### config.mk
export PLATFORM = sky130hd
export DESIGN_NAME = fetch_buffer
export DESIGN_NICKNAME = d
export VERILOG_FILES = /design/src/rtl/fetch_buffer.sv
export SDC_FILE = /design/constraint.sdc
export NUM_CORES = 1
export LEC_CHECK = 0
export CORE_MARGIN = 2
export CORE_UTILIZATION = 51
export DETAILED_ROUTE_END_ITERATION = 10
export PLACE_DENSITY = 0.76
export REMOVE_ABC_BUFFERS = 1
export SYNTH_ARGS = -nofsm -noshare
export SYNTH_HDL_FRONTEND = slang
export SYNTH_SLANG_ARGS = --single-unit
### constraint.sdc
create_clock -name clock -period 8.9 [get_ports clock]
set_clock_uncertainty 0.1 [all_clocks]
set_input_delay 1.335 -clock clock [delete_from_list [all_inputs] [get_ports clock]]
set_output_delay 1.335 -clock clock [all_outputs]
set_load 0.005 [all_outputs]
### src/rtl/fetch_buffer.sv
// In-order fetch buffer between the fetch unit and decode: issues one imem request per
// accepted PC, pairs responses with their PCs and drops stale responses after a redirect.
module fetch_buffer #(
  parameter int DEPTH = 4,
  parameter int XLEN  = 32
) (
  input  logic            clock,
  input  logic            reset,
  input  logic [XLEN-1:0] fetch_pc,
  output logic            fetch_stall,
  input  logic            flush,
  output logic            imem_req_valid,
  input  logic            imem_req_ready,
  output logic [XLEN-1:0] imem_req_addr,
  input  logic            imem_rsp_valid,
  input  logic [XLEN-1:0] imem_rsp_data,
  output logic            dec_valid,
  input  logic            dec_ready,
  output logic [XLEN-1:0] dec_pc,
  output logic [XLEN-1:0] dec_instr
);
  localparam int AW = $clog2(DEPTH);
  localparam int PW = AW + 1;
  localparam int EW = PW + 1;
  localparam logic [EW-1:0] DEPTH_X = EW'(DEPTH);

  logic [XLEN-1:0] r_slot_pc    [DEPTH];
  logic [XLEN-1:0] r_slot_instr [DEPTH];
  logic [PW-1:0]   r_alloc, r_fill, r_head, r_drop_cnt;

  logic [PW-1:0]   w_inflight, w_occ;
  logic [EW-1:0]   w_pending_total, w_drop_flush;
  logic            w_enq, w_deq, w_fill_en, w_drop_en, w_empty_req;

  assign w_inflight      = r_alloc - r_fill;
  assign w_occ           = r_alloc - r_head;
  assign w_pending_total = {1'b0, w_inflight} + {1'b0, r_drop_cnt};

  assign imem_req_valid = !reset && !flush && ({1'b0, w_occ} < DEPTH_X)
                          && (w_pending_total < DEPTH_X);
  assign imem_req_addr  = fetch_pc;
  assign fetch_stall    = !(imem_req_valid && imem_req_ready);

  // Head is ready only once its response has been registered: no combinational bypass.
  assign dec_valid = !reset && !flush && (r_head != r_fill);
  assign dec_pc    = reset ? '0 : r_slot_pc[r_head[AW-1:0]];
  assign dec_instr = reset ? '0 : r_slot_instr[r_head[AW-1:0]];

  assign w_enq       = imem_req_valid && imem_req_ready;
  assign w_deq       = dec_valid && dec_ready;
  assign w_drop_en   = !reset && !flush && imem_rsp_valid && (r_drop_cnt != '0);
  assign w_fill_en   = !reset && !flush && imem_rsp_valid && (r_drop_cnt == '0)
                       && (r_alloc != r_fill);
  assign w_empty_req = (w_pending_total == '0);

  // A response arriving in the flush cycle answers the oldest outstanding request.
  assign w_drop_flush = w_pending_total - {{(EW-1){1'b0}}, imem_rsp_valid && !w_empty_req};

  always_ff @(posedge clock) begin
    if (reset) begin
      r_alloc    <= '0;
      r_fill     <= '0;
      r_head     <= '0;
      r_drop_cnt <= '0;
    end else if (flush) begin
      r_head     <= r_alloc;
      r_fill     <= r_alloc;
      r_drop_cnt <= PW'(w_drop_flush);
    end else begin
      if (w_enq)     r_alloc    <= r_alloc + 1'b1;
      if (w_fill_en) r_fill     <= r_fill + 1'b1;
      if (w_drop_en) r_drop_cnt <= r_drop_cnt - 1'b1;
      if (w_deq)     r_head     <= r_head + 1'b1;
    end
  end

  always_ff @(posedge clock) begin
    if (w_enq)     r_slot_pc[r_alloc[AW-1:0]]   <= fetch_pc;
    if (w_fill_en) r_slot_instr[r_fill[AW-1:0]] <= imem_rsp_data;
  end
endmodule

* After elaboration in Yosys (flattened, before gate mapping) *
Memory sizes are Yosys's and may differ from the RTL's. A register that Yosys moved wholly into a read port is not among the register bits.
Index checks and enable logic that the tools add are counted.
Widths: inputs -> output; s select.

word-level totals
  flip-flop bits (word level) = 12
  input bits = 70
  word-level logic and storage cells = 57
  output and inout port bits = 99
  RAM bits = 256
  memories = 2

cells by class
  bitwise gates (word level) = 1
  $add $sub $neg = 8
  reduce and logical (&&, ||, !) cells = 22
  $lt $le $gt $ge = 2
  eq/ne operators = 2
  mux-type cells = 16

memory list
  name          words  width  read ports  clocked after memory_dff  wr ports  line  RTL
  r_slot_instr  4      32     1           1                         1         28    logic [XLEN-1:0] r_slot_instr [DEPTH];
  r_slot_pc     4      32     1           1                         1         27    logic [XLEN-1:0] r_slot_pc [DEPTH];

operators by type and width
  operator             number
  $mux 32              2
  $mux 3               6
  $logic_and 1x1->1    11
  $add 3x1->3 const B  3
  $mux 2               4
  $ne 3x3->1           2
  $reduce_bool 2->1    3
  $sub 3x3->3          2
  $add 3x3->4          1
  $logic_not 1->1      4
  $logic_not 4->1      1
  $lt 4x3->1 const B   1
  $mux 1               4
  $logic_not 3->1      1
  $lt 3x3->1 const B   1
  $reduce_bool 3->1    1
  $sub 3x1->3          1
  $sub 3x1->3 const B  1
  $reduce_and 2->1     1
  $not 1->1            1

* Longest topological paths before layout *
  depth after elaboration = 8
  gate-level depth with buffers = 14
  mapped depth without buffers = 14

* Worst setup path after synthesis *
OpenSTA, ideal clock, no wires.

  path type = flip-flop to output port
  from = reg r_alloc[0]
  to = out fetch_stall
  path buffers = 0
  cell stages (with the launch flop) = 12
  path slack = 4.997 ns
  required time = 7.465 ns
  data arrival time = 2.468 ns
  cells stage by stage = dfxtp_1 -> inv_1 -> ha_1 -> inv_1 -> fa_1 -> inv_1 -> fa_1 -> nor4b_1 -> a21oi_1 -> or2_1 -> nor2_1 -> inv_1

on the way
  word-level cells in the longest chain between the ends = 6
  elaborated cells between the ends (all ways) = 9
  those cells by class = add/sub: 3; order compare: 2; reduce/logical: 4

ends and longest elaborated chain
  element                                                 line    RTL
  from (decl)                                             29      logic [PW-1:0] r_alloc, r_fill, r_head, r_drop_cnt;
  from (signal assigned)                                  70      if (w_enq) r_alloc <= r_alloc + 1'b1;
  $sub 3x3->3, on equally long branches                   35, 36
  $add 3x3->4 / $lt 3x3->1 (equally long branches)        37, 39
  $lt 4x3->1 / $logic_and 1x1->1 (equally long branches)  40, 39
  $logic_and 1x1->1 *                                     40      && (w_pending_total < DEPTH_X);
  $logic_and 1x1->1 *                                     42      assign fetch_stall = !(imem_req_valid && imem_req_ready);
  $logic_not 1->1 *                                       42
  to (decl)                                               10      output logic fetch_stall,

Mark *: on every way between the ends. The rest lies on a longest branch, timed or not.

* Worst setup path after layout *
  from = reg r_fill[0]
  to = out fetch_stall

on the way
  word-level cells in the longest chain between the ends = 6

ends and longest elaborated chain
  element                 line  RTL
  from (decl)             29
  from (signal assigned)  67    r_fill <= r_alloc;
  from (signal assigned)  71    if (w_fill_en) r_fill <= r_fill + 1'b1;
  $sub 3x3->3             35    assign w_inflight = r_alloc - r_fill;
  $add 3x3->4             37    assign w_pending_total = {1'b0, w_inflight} + {1'b0, r_drop_cnt};
  $lt 4x3->1              40
  $logic_and 1x1->1       40
  $logic_and 1x1->1       42
  $logic_not 1->1         42

Every way passes these cells.

==> flow_summary_export.csv <==
group,metric,value,unit
outcome,status,"finished clean",
clocking,clkTransAtPathRegs,0.06,ns
grt,grt_pass1_wl,31.25,mm
timing,setup_viol,0,
timing,slew_violations,0,
drt,via_count,5489,
critical_path,cp.required,7.47,ns
floorplanning,num_io_pins,169,
floorplanning,coreArea,21090,sq um
layout,utilization,64.23,%
floorplanning,die_w,150.9,um
timing,maxSlewHeadroom,34.49,%
yosys,ys_seq_area_share,72.37,%
job,cap_violations,0,
clocking,ctsHoldBuffers,0,
timing,tightest_slew,0.9826,ns
clocking,post_cts_buffers,0,
clocking,root_buffer,"clkbuf_16",
floorplanning,start_util,52.21,%
timing,totalNegativeSetupSlack,0,ns
drt,ant_nets,0,
critical_path,ff2ff_setup_slack,4.88,ns
placed_design,place_hpwl,12.27,mm
yosys,synthFlopType,"edfxtp_1",
clocking,clock_latency,0.51,ns
yosys,syn_inst,571,
floorplanning,fp.dieH,150.9,um
layout,drive_gt1_share,15.85,%
grt,antenna_found_initial,0,
drt,vias_per_cell,5.451,
layout,nNetsFinal,806,
grt,grt_pass1_vias,5829,
pwr,power.density,199.2,nW/um^2
clocking,htree_levels,1,
drt,routedWlPerCell,20.21,um
critical_path,crit_type,"flop to primary output",
drt,drc_errors,0,
clocking,post_cts_resized,0,
yosys,syn_area,11010,sq um
drt,drt_iter0_markers,311,
floorplanning,die_area,22780,sq um
critical_path,arrival,3.76,ns
yosys,async_flop_share,0,%
worst_hold_path,hold_class,"flop to flop",
timing,fin_ws,3.702,ns
critical_path,worstSetupStartpointType,"flop",
timing,rsz0062_at_grt,"false",
timing,hold_ws,0.4526,ns
floorplanning,std_cell_rows,53,
pwr,p_leak,4.337,nW
layout,stdcell_area,13540,sq um
clocking,numClockSinks,270,
timing,period_needed,5.198,ns
layout,n_antenna_cell,0,
clocking,cts_tree,"done",
yosys,yosys_warnings,0,
timing,hold_viol_final,0,
critical_path,cp-end-kind,"primary output",
placed_design,place_ws,4.260,ns
yosys,ys_seq_elements,270,
critical_path,critPathMaxFanout,7,
drt,dr.pass1.iters,4,
grt,grt_max_degree,65,
timing,clock.fmax,192.4,MHz
grt,grt_overflow,0,
timing,timing.final.crit_share,58.40,%
yosys,synth-edff-count,256,
placed_design,globalplace.congestion,0.8306,
grt,groute.usage.overall,18.08,%
drt,wirelength,20.35,mm
clocking,numCtsBuffers,27,
pwr,ir_drop,0.0001187,V
placed_design,io_buffer_count,168,
layout,layout-area-overhead-vs-synth,23.02,%
yosys,synth_cell_type_count,38,
clocking,cts_buffer_depth,3,
placed_design,placed_cell_area,12730,sq um
yosys,syn_area_per_cell,19.28,sq um
==> per-layer routing <==
layer  GRT usage (%)  part of all wire [%]  up-vias
met4           4.112                   2.0        0
met1           24.51                    41     2765
met5               0                     0        -
met2           31.02                    50      210
li1                -                     -     2484
met3           3.193                   6.9       30
==> area by class of cell <==
class	instances	area, sq um
sequential	270	7975
fill	1453	7543
multi-input combinational	230	2655
timing repair buffer	170	1692
clock buffer	31	690.7
tap	275	344.1
clock inverter	15	127.6
inverter	16	60.06
==> path summary, 6_finish.rpt <==
path | from | to | depth (start not counted)
worst max-delay path | r_fill[0] | fetch_stall | 11
worst min-delay path | r_head[2] | r_head[2] | 2
worst max register to register | r_fill[0] | r_slot_pc[3][27] | 9
worst min register to register | r_head[2] | r_head[2] | 2
==> per-stage QoR <==
stage               total power [mW]  std cells
detailed placement             1.676        961
global placement               1.666        961
finish                         2.698       1007
floorplan                      1.549        516
CTS                            2.721       1007
global route                   2.788       1007
==> kinds of logic (layout without fill, tap and decap cells) <==
group | Yosys count | count (layout) | synth area share, %
AOI/OAI and AO/OA | 24 | 24 | 1.625
xor gates and xnor gates | 14 | 14 | 1.114
adders and majority gates | 21 | 21 | 2.523
buffers and inverters | 71 | 232 | 3.591
DFF | 270 | 270 | 72.37
muxes | 64 | 64 | 13.09
and+or+nand+nor | 107 | 107 | 5.683
==> layout by cell type (no fill, tap or decap), types with 2 or more instances in the layout <==
cell	netlist	layout
a211oi_1	3	3
a21oi_1	8	8
a31oi_1	2	2
and2_2	0	3
and3_2	0	4
buf_4	32	2
bufinv_16	0	2
clkbuf_1	16	4
clkbuf_16	0	27
clkdlybuf4s50_1	0	167
clkinv_1	0	5
clkinv_2	0	6
dfxtp_1	14	12
dfxtp_4	0	2
edfxtp_1	256	256
fa_1	2	2
ha_1	19	19
inv_1	16	16
mux4_2	64	64
nand2_1	12	12
nand2b_1	3	3
nand3_1	2	2
nor2_1	8	8
nor2b_1	65	65
nor3_1	3	3
o21ai_0	3	3
xnor2_1	6	6
xor2_1	8	8
==> power breakdown <==
part	switching [mW]	internal [mW]	leakage [nW]	total, mW
combinational	0.100	0.127	1.51	0.228
sequential	0.0122	1.41	2.42	1.42
clock	0.438	0.611	0.403	1.05
total	0.550	2.15	4.34	2.70
==> flip-flops by register name, summed over array words and instances, names as in the netlist, named ones only <==
signal,flops
r_head,3
r_slot_instr,128
r_drop_cnt,3
r_slot_pc,128
r_fill,3
r_alloc,3
==> critical path, stage by stage (launching register included) <==
cell	delay, ns
dfxtp_1	0.47
ha_1	0.20
inv_1	0.05
fa_1	0.51
inv_1	0.07
fa_1	0.44
nor4b_1	0.38
a21oi_1	0.23
or2_1	0.29
nor2_1	0.13
inv_1	0.06
clkdlybuf4s50_1	0.43
==> Yosys cell counts, drive strengths merged, types with 2 or more instances <==
| cell | n | area share [%] |
|---|---|---|
| o21ai | 3 | 0.14 |
| edfxtp | 256 | 70 |
| nand3 | 2 | 0.091 |
| nand2b | 3 | 0.17 |
| a21oi | 8 | 0.36 |
| inv | 16 | 0.55 |
| mux4 | 64 | 13 |
| xnor2 | 6 | 0.48 |
| nor2b | 65 | 3.7 |
| nand2 | 12 | 0.41 |
| dfxtp | 14 | 2.5 |
| fa | 2 | 0.36 |
| nor2 | 8 | 0.27 |
| nor3 | 3 | 0.14 |
| and3 | 4 | 0.23 |
| a31oi | 2 | 0.11 |
| buf | 39 | 2.5 |
| xor2 | 8 | 0.64 |
| and2 | 4 | 0.25 |
| clkbuf | 16 | 0.55 |
| ha | 19 | 2.2 |
| a211oi | 4 | 0.32 |
(Power assumes the default switching activity.)
